--- config.mk ---
export PLATFORM = sky130hd
export DESIGN_NAME = seq_decoder_scan
export DESIGN_NICKNAME = d
export VERILOG_FILES = /design/src/rtl/seq_decoder_pkg.sv /design/src/rtl/seq_decoder_scan_prescaler.sv /design/src/rtl/seq_decoder_scan.sv
export SDC_FILE = /design/constraint.sdc
export NUM_CORES = 1
export LEC_CHECK = 0
export CAP_MARGIN = 5
export CORE_UTILIZATION = 44
export CTS_CLUSTER_DIAMETER = 80
export CTS_CLUSTER_SIZE = 10
export DETAILED_ROUTE_END_ITERATION = 8
export PLACE_DENSITY = 0.74
export SYNTH_ARGS = -nofsm -noshare
export SYNTH_HDL_FRONTEND = slang
export SYNTH_SLANG_ARGS = --single-unit
--- constraint.sdc ---
create_clock -name clk -period 1.3 [get_ports clk]
set_input_delay 0.13 -clock clk [delete_from_list [all_inputs] [get_ports clk]]
set_output_delay 0.13 -clock clk [all_outputs]
set_load 0.05 [all_outputs]
--- src/rtl/seq_decoder_pkg.sv ---
// Shared definitions for the registered one-hot decoder: FSM state encoding
// and the one-hot helper used for direct-mode decodes and scan entry.
package seq_decoder_pkg;

  typedef enum logic [1:0] {
    IDLE = 2'd0,
    HOLD = 2'd1,
    SCAN = 2'd2
  } dec_state_t;

  // Widest select supported; callers cast the result down to their own 2**SEL_W.
  localparam int MAX_SEL_W = 8;
  localparam int MAX_OUT_W = 2 ** MAX_SEL_W;

  function automatic logic [MAX_OUT_W-1:0] onehot(input int unsigned idx);
    return MAX_OUT_W'(1) << idx;
  endfunction

endpackage

--- src/rtl/seq_decoder_scan_prescaler.sv ---
// Free-running divide-by-DIV counter; step is high on the last count of each
// period while enabled. clear forces the count back to the start of a period.
module scan_prescaler
  import seq_decoder_pkg::*;
#(
  parameter int DIV = 4
) (
  input  logic clk,
  input  logic rst,
  input  logic en,
  input  logic clear,
  output logic step
);

  localparam int CNT_W = (DIV > 1) ? $clog2(DIV) : 1;
  localparam logic [CNT_W-1:0] LAST = CNT_W'(DIV - 1);

  logic [CNT_W-1:0] cnt_reg;

  assign step = en & ~clear & (cnt_reg == LAST);

  always_ff @(posedge clk) begin
    if (rst || clear) begin
      cnt_reg <= '0;
    end else if (en) begin
      cnt_reg <= (cnt_reg == LAST) ? '0 : cnt_reg + 1'b1;
    end
  end

endmodule

--- src/rtl/seq_decoder_scan.sv ---
// Registered SEL_W-to-2**SEL_W decoder with timed direct decodes and a scan
// mode. Define SEQ_DECODER_ACTIVE_LOW_EN to drive dec_out active-low.
module seq_decoder_scan
  import seq_decoder_pkg::*;
#(
  parameter  int SEL_W    = 3,
  parameter  int HOLD_CYC = 2,
  parameter  int SCAN_DIV = 4,
  localparam int OUT_W    = 2 ** SEL_W
) (
  input  logic             clk,
  input  logic             rst,
  input  logic             en,
  input  logic             mode,
  input  logic             in_valid,
  output logic             in_ready,
  input  logic [SEL_W-1:0] sel,
  output logic [OUT_W-1:0] dec_out,
  output logic             out_valid,
  output logic [SEL_W-1:0] cur_idx,
  output logic             wrap
);

  localparam int HC_W = (HOLD_CYC > 1) ? $clog2(HOLD_CYC) : 1;

  dec_state_t       state_reg, state_next;
  logic [OUT_W-1:0] dec_reg, dec_next;
  logic             valid_reg, valid_next;
  logic [SEL_W-1:0] idx_reg, idx_next;
  logic [HC_W-1:0]  hold_reg, hold_next;
  logic             wrap_reg, wrap_next;
  logic             pre_en, pre_clear, pre_step;
  logic             handshake;

  assign in_ready  = (state_reg == IDLE) & en & ~mode & ~rst;
  assign handshake = in_valid & in_ready;

  scan_prescaler #(
    .DIV(SCAN_DIV)
  ) u_prescaler (
    .clk  (clk),
    .rst  (rst),
    .en   (pre_en),
    .clear(pre_clear),
    .step (pre_step)
  );

  always_comb begin
    state_next = state_reg;
    dec_next   = dec_reg;
    valid_next = valid_reg;
    idx_next   = idx_reg;
    hold_next  = hold_reg;
    wrap_next  = 1'b0;
    pre_en     = 1'b0;
    pre_clear  = 1'b0;

    case (state_reg)
      IDLE: begin
        // Prescaler sits at zero so scan entry always starts a full period.
        pre_clear = 1'b1;
        if (en && mode) begin
          state_next = SCAN;
          dec_next   = OUT_W'(onehot(0));
          valid_next = 1'b1;
          idx_next   = '0;
        end else if (handshake) begin
          state_next = HOLD;
          dec_next   = OUT_W'(onehot(32'(sel)));
          valid_next = 1'b1;
          idx_next   = sel;
          hold_next  = HC_W'(HOLD_CYC - 1);
        end
      end

      HOLD: begin
        if (en) begin
          if (hold_reg == '0) begin
            state_next = IDLE;
            dec_next   = '0;
            valid_next = 1'b0;
          end else begin
            hold_next = hold_reg - 1'b1;
          end
        end
      end

      SCAN: begin
        if (!mode) begin
          state_next = IDLE;
          dec_next   = '0;
          valid_next = 1'b0;
          idx_next   = '0;
          pre_clear  = 1'b1;
        end else begin
          pre_en = en;
          if (pre_step) begin
            idx_next  = idx_reg + 1'b1;
            dec_next  = {dec_reg[OUT_W-2:0], dec_reg[OUT_W-1]};
            wrap_next = (idx_reg == SEL_W'(OUT_W - 1));
          end
        end
      end

      default: begin
        state_next = IDLE;
        dec_next   = '0;
        valid_next = 1'b0;
      end
    endcase
  end

  always_ff @(posedge clk) begin
    if (rst) begin
      state_reg <= IDLE;
      dec_reg   <= '0;
      valid_reg <= 1'b0;
      idx_reg   <= '0;
      hold_reg  <= '0;
      wrap_reg  <= 1'b0;
    end else begin
      state_reg <= state_next;
      dec_reg   <= dec_next;
      valid_reg <= valid_next;
      idx_reg   <= idx_next;
      hold_reg  <= hold_next;
      wrap_reg  <= wrap_next;
    end
  end

`ifdef SEQ_DECODER_ACTIVE_LOW_EN
  assign dec_out = ~dec_reg;
`else
  assign dec_out = dec_reg;
`endif
  assign out_valid = valid_reg;
  assign cur_idx   = idx_reg;
  assign wrap      = wrap_reg;

endmodule

==> metrics <==
status=finished with violations; failing checks=setup timing; setup tns final=-1952 ps; maxcap violations=0; Reg clk slew, reported paths=110 ps; Global Route Usage Sum=0.2772; Tot Pwr=1433 µW; gp weighted congestion=0.7711; CP top delay family=buffers and inverters; minimum clock period=1551 ps; vias per inst=around 6.0; Logic pwr share=0.321; Max stage delay on crit path=about 370 ps; cell internal pwr=roughly 970 µW; sw frac=0.3207; synth unique cells=40; largest cells by area after synthesis=dfxtp_1 (37%), o2bb2ai_1 (7.2%), a22oi_1 (4.6%), ha_1 (3.9%), nor2_1 (3.5%); row cnt=16; Lkg Pwr=0.0006757 µW; wire length per cell=approximately 18 µm; clock share of power=0.256; Area Overhead vs Synth=73.36%; dpl cell area=1520 µm²; IO Port Bufs=21; CTS Root Cell=clkbuf_4; Die W=49.01 µm; ANT cells=0; largest net degree at the start of global routing=14; Worst Skew=2.897 ps; power share of the sequential group=0.423; Max-slew headroom=0.7268; total number of H-tree levels=1; Via Count=a little over 1000; Final Util=0.8335; pre-CTS setup slack=-576.2 ps; Detail Route Antenna Nets=0; Detailed Routing Iterations Pass 1=4; number of synthesized flops with an enable pin=0; Worst-Skew Late Latency=approximately 310 ps; vias in the first global route=1014; Most used DFF post-synth=dfxtp_1; Setup CP Type=reg -> out; DRC violations left=0; Clock Tree Buf Depth=2; Starting Density=0.4808; final worst slack=-250.8 ps; post-synth top area cell=dfxtp_1; Tightest Pin Transition=409.0 ps; Avg Cell Area, Syn=9.920 µm²; max frequency=644.8 MHz; CP max-delay cell=dfxtp_2; unrepaired setup endpoints after global routing=yes; initial antenna violation count=0; Worst Path Required=around 1200 ps; area of the core=2022 µm²; most instantiated library cell after synthesis=dfxtp_1; Setup crit end kind=primary output; Die H=49.01 µm; pwr/cell area=850.3 nW/µm²; Mapped Cells=98; global-route wire length before repair=4988 µm; GRT overflow=0; synthesized cell area=972.2 µm²; HPWL Detailed=1910 µm; Max VDD drop=about 0.00074 V; Slew Limit Fails=0; Hold-fix buffers, CTS=0; Tcrit/Tclk final=1.193; max reg flops=8; post-synthesis sequential area ratio=0.3707; yosys warns=0; post-route cell area=1685 µm²; FF+latch count, synth=18; Final nets=157; Syn Nets=between 100 and 150; share of cells above drive strength 1=0.5172; share of the synthesized area in the top cell type=0.3707; Num Clock Sinks=18; fraction of registers with async set or reset after synthesis=0; die area=2401 µm²; CP startpoint kind=flop; Num CTS Buffers=3; Hold Fails Final Rpt=0; crit path buf inv count=3; Routed WL=3142 µm; HP Class=in -> reg; worst-path fanout max=5; crit-path cells=buf_6, nor2_4, nor4b_4, buf_4, buf_12; Post-synth top cells=dfxtp_1 (18), nor2_1 (9), o2bb2ai_1 (8); # setup viols final=16; drt initial violations=37; worst path arrival time=1420 ps; CTS tree=done; Net Sw Power=459.6 µW; io pins=22
## timing repair
item | CTS | global route
buffers inserted | 7 | 1
endpoints found under the setup margin | 16 | 16
pin swaps | 4 | 2
gates resized for setup | 11 | 6
## per-layer routing
| layer | up-vias | GRT usage | share of wire |
|---|---|---|---|
| met2 | 40 | 0.4653 | 0.50 |
| met1 | 500 | 0.3212 | 0.42 |
| met3 | 13 | 0.06542 | 0.050 |
| li1 | 472 | - | - |
| met5 | - | 0 | 0 |
| met4 | 0 | 0.1569 | 0.031 |
## worst min-delay path, stage by stage
cell	delay, ps
dlymetal6s2s_1	180
buf_4	190
nand4b_1	90
nor2_1	40
## power by group through the flow
| stage | combinational (µW) | sequential (µW) | clock [µW] |
|---|---|---|---|
| after floorplan | 155 | 677 | 0 |
| after global placement | 398 | 618 | 0 |
| after detailed placement | 406 | 619 | 0 |
| after CTS | 438 | 605 | 363 |
| after global routing | 480 | 610 | 394 |
| final | 460 | 606 | 367 |
## cell families after synthesis
| group | synth area share |
|---|---|
| buf+inv | 0.05920 |
| mux | 0.01030 |
| simple gates | 0.2317 |
| compound gates | 0.2896 |
| flops | 0.3707 |
| fa+ha+maj | 0.03861 |
## per-stage QoR
stage                     hold slack (ps)  std cells
after global routing                354.2        172
final                               345.3        172
after global placement              488.7        160
after detailed placement            498.9        160
after floorplan                     296.0         98
after CTS                           389.8        171
## cell type report
cell class | count | area (µm²)
clock buffers | 4 | 36.28
multi-input cells | 72 | 644.4
fillers | 104 | 336.6
repair buffers | 49 | 593.1
well taps | 27 | 33.78
flip-flops and latches | 18 | 370.4
inverters | 2 | 7.507
## layout by cell type (no fill, tap or decap), drive strengths merged, types with 3 or more instances in the layout
cell type / count
and2: 3
and2b: 5
nand2: 4
a32oi: 3
dfxtp: 18
clkdlybuf4s50: 5
ha: 3
nor2: 9
clkbuf: 4
a22oi: 6
buf: 42
a311oi: 3
nand3: 6
o2bb2ai: 8
## worst paths after layout
check        slack, ps                     end              startpoint  cells past startpoint
max               -250                in_ready            state_reg[1]                      5
min                350                    wrap                    mode                      4
max reg2reg       -200              dec_out[7]            state_reg[1]                      5
min reg2reg        510  u_prescaler.cnt_reg[0]  u_prescaler.cnt_reg[0]                      2
(Power assumes the default switching activity.)
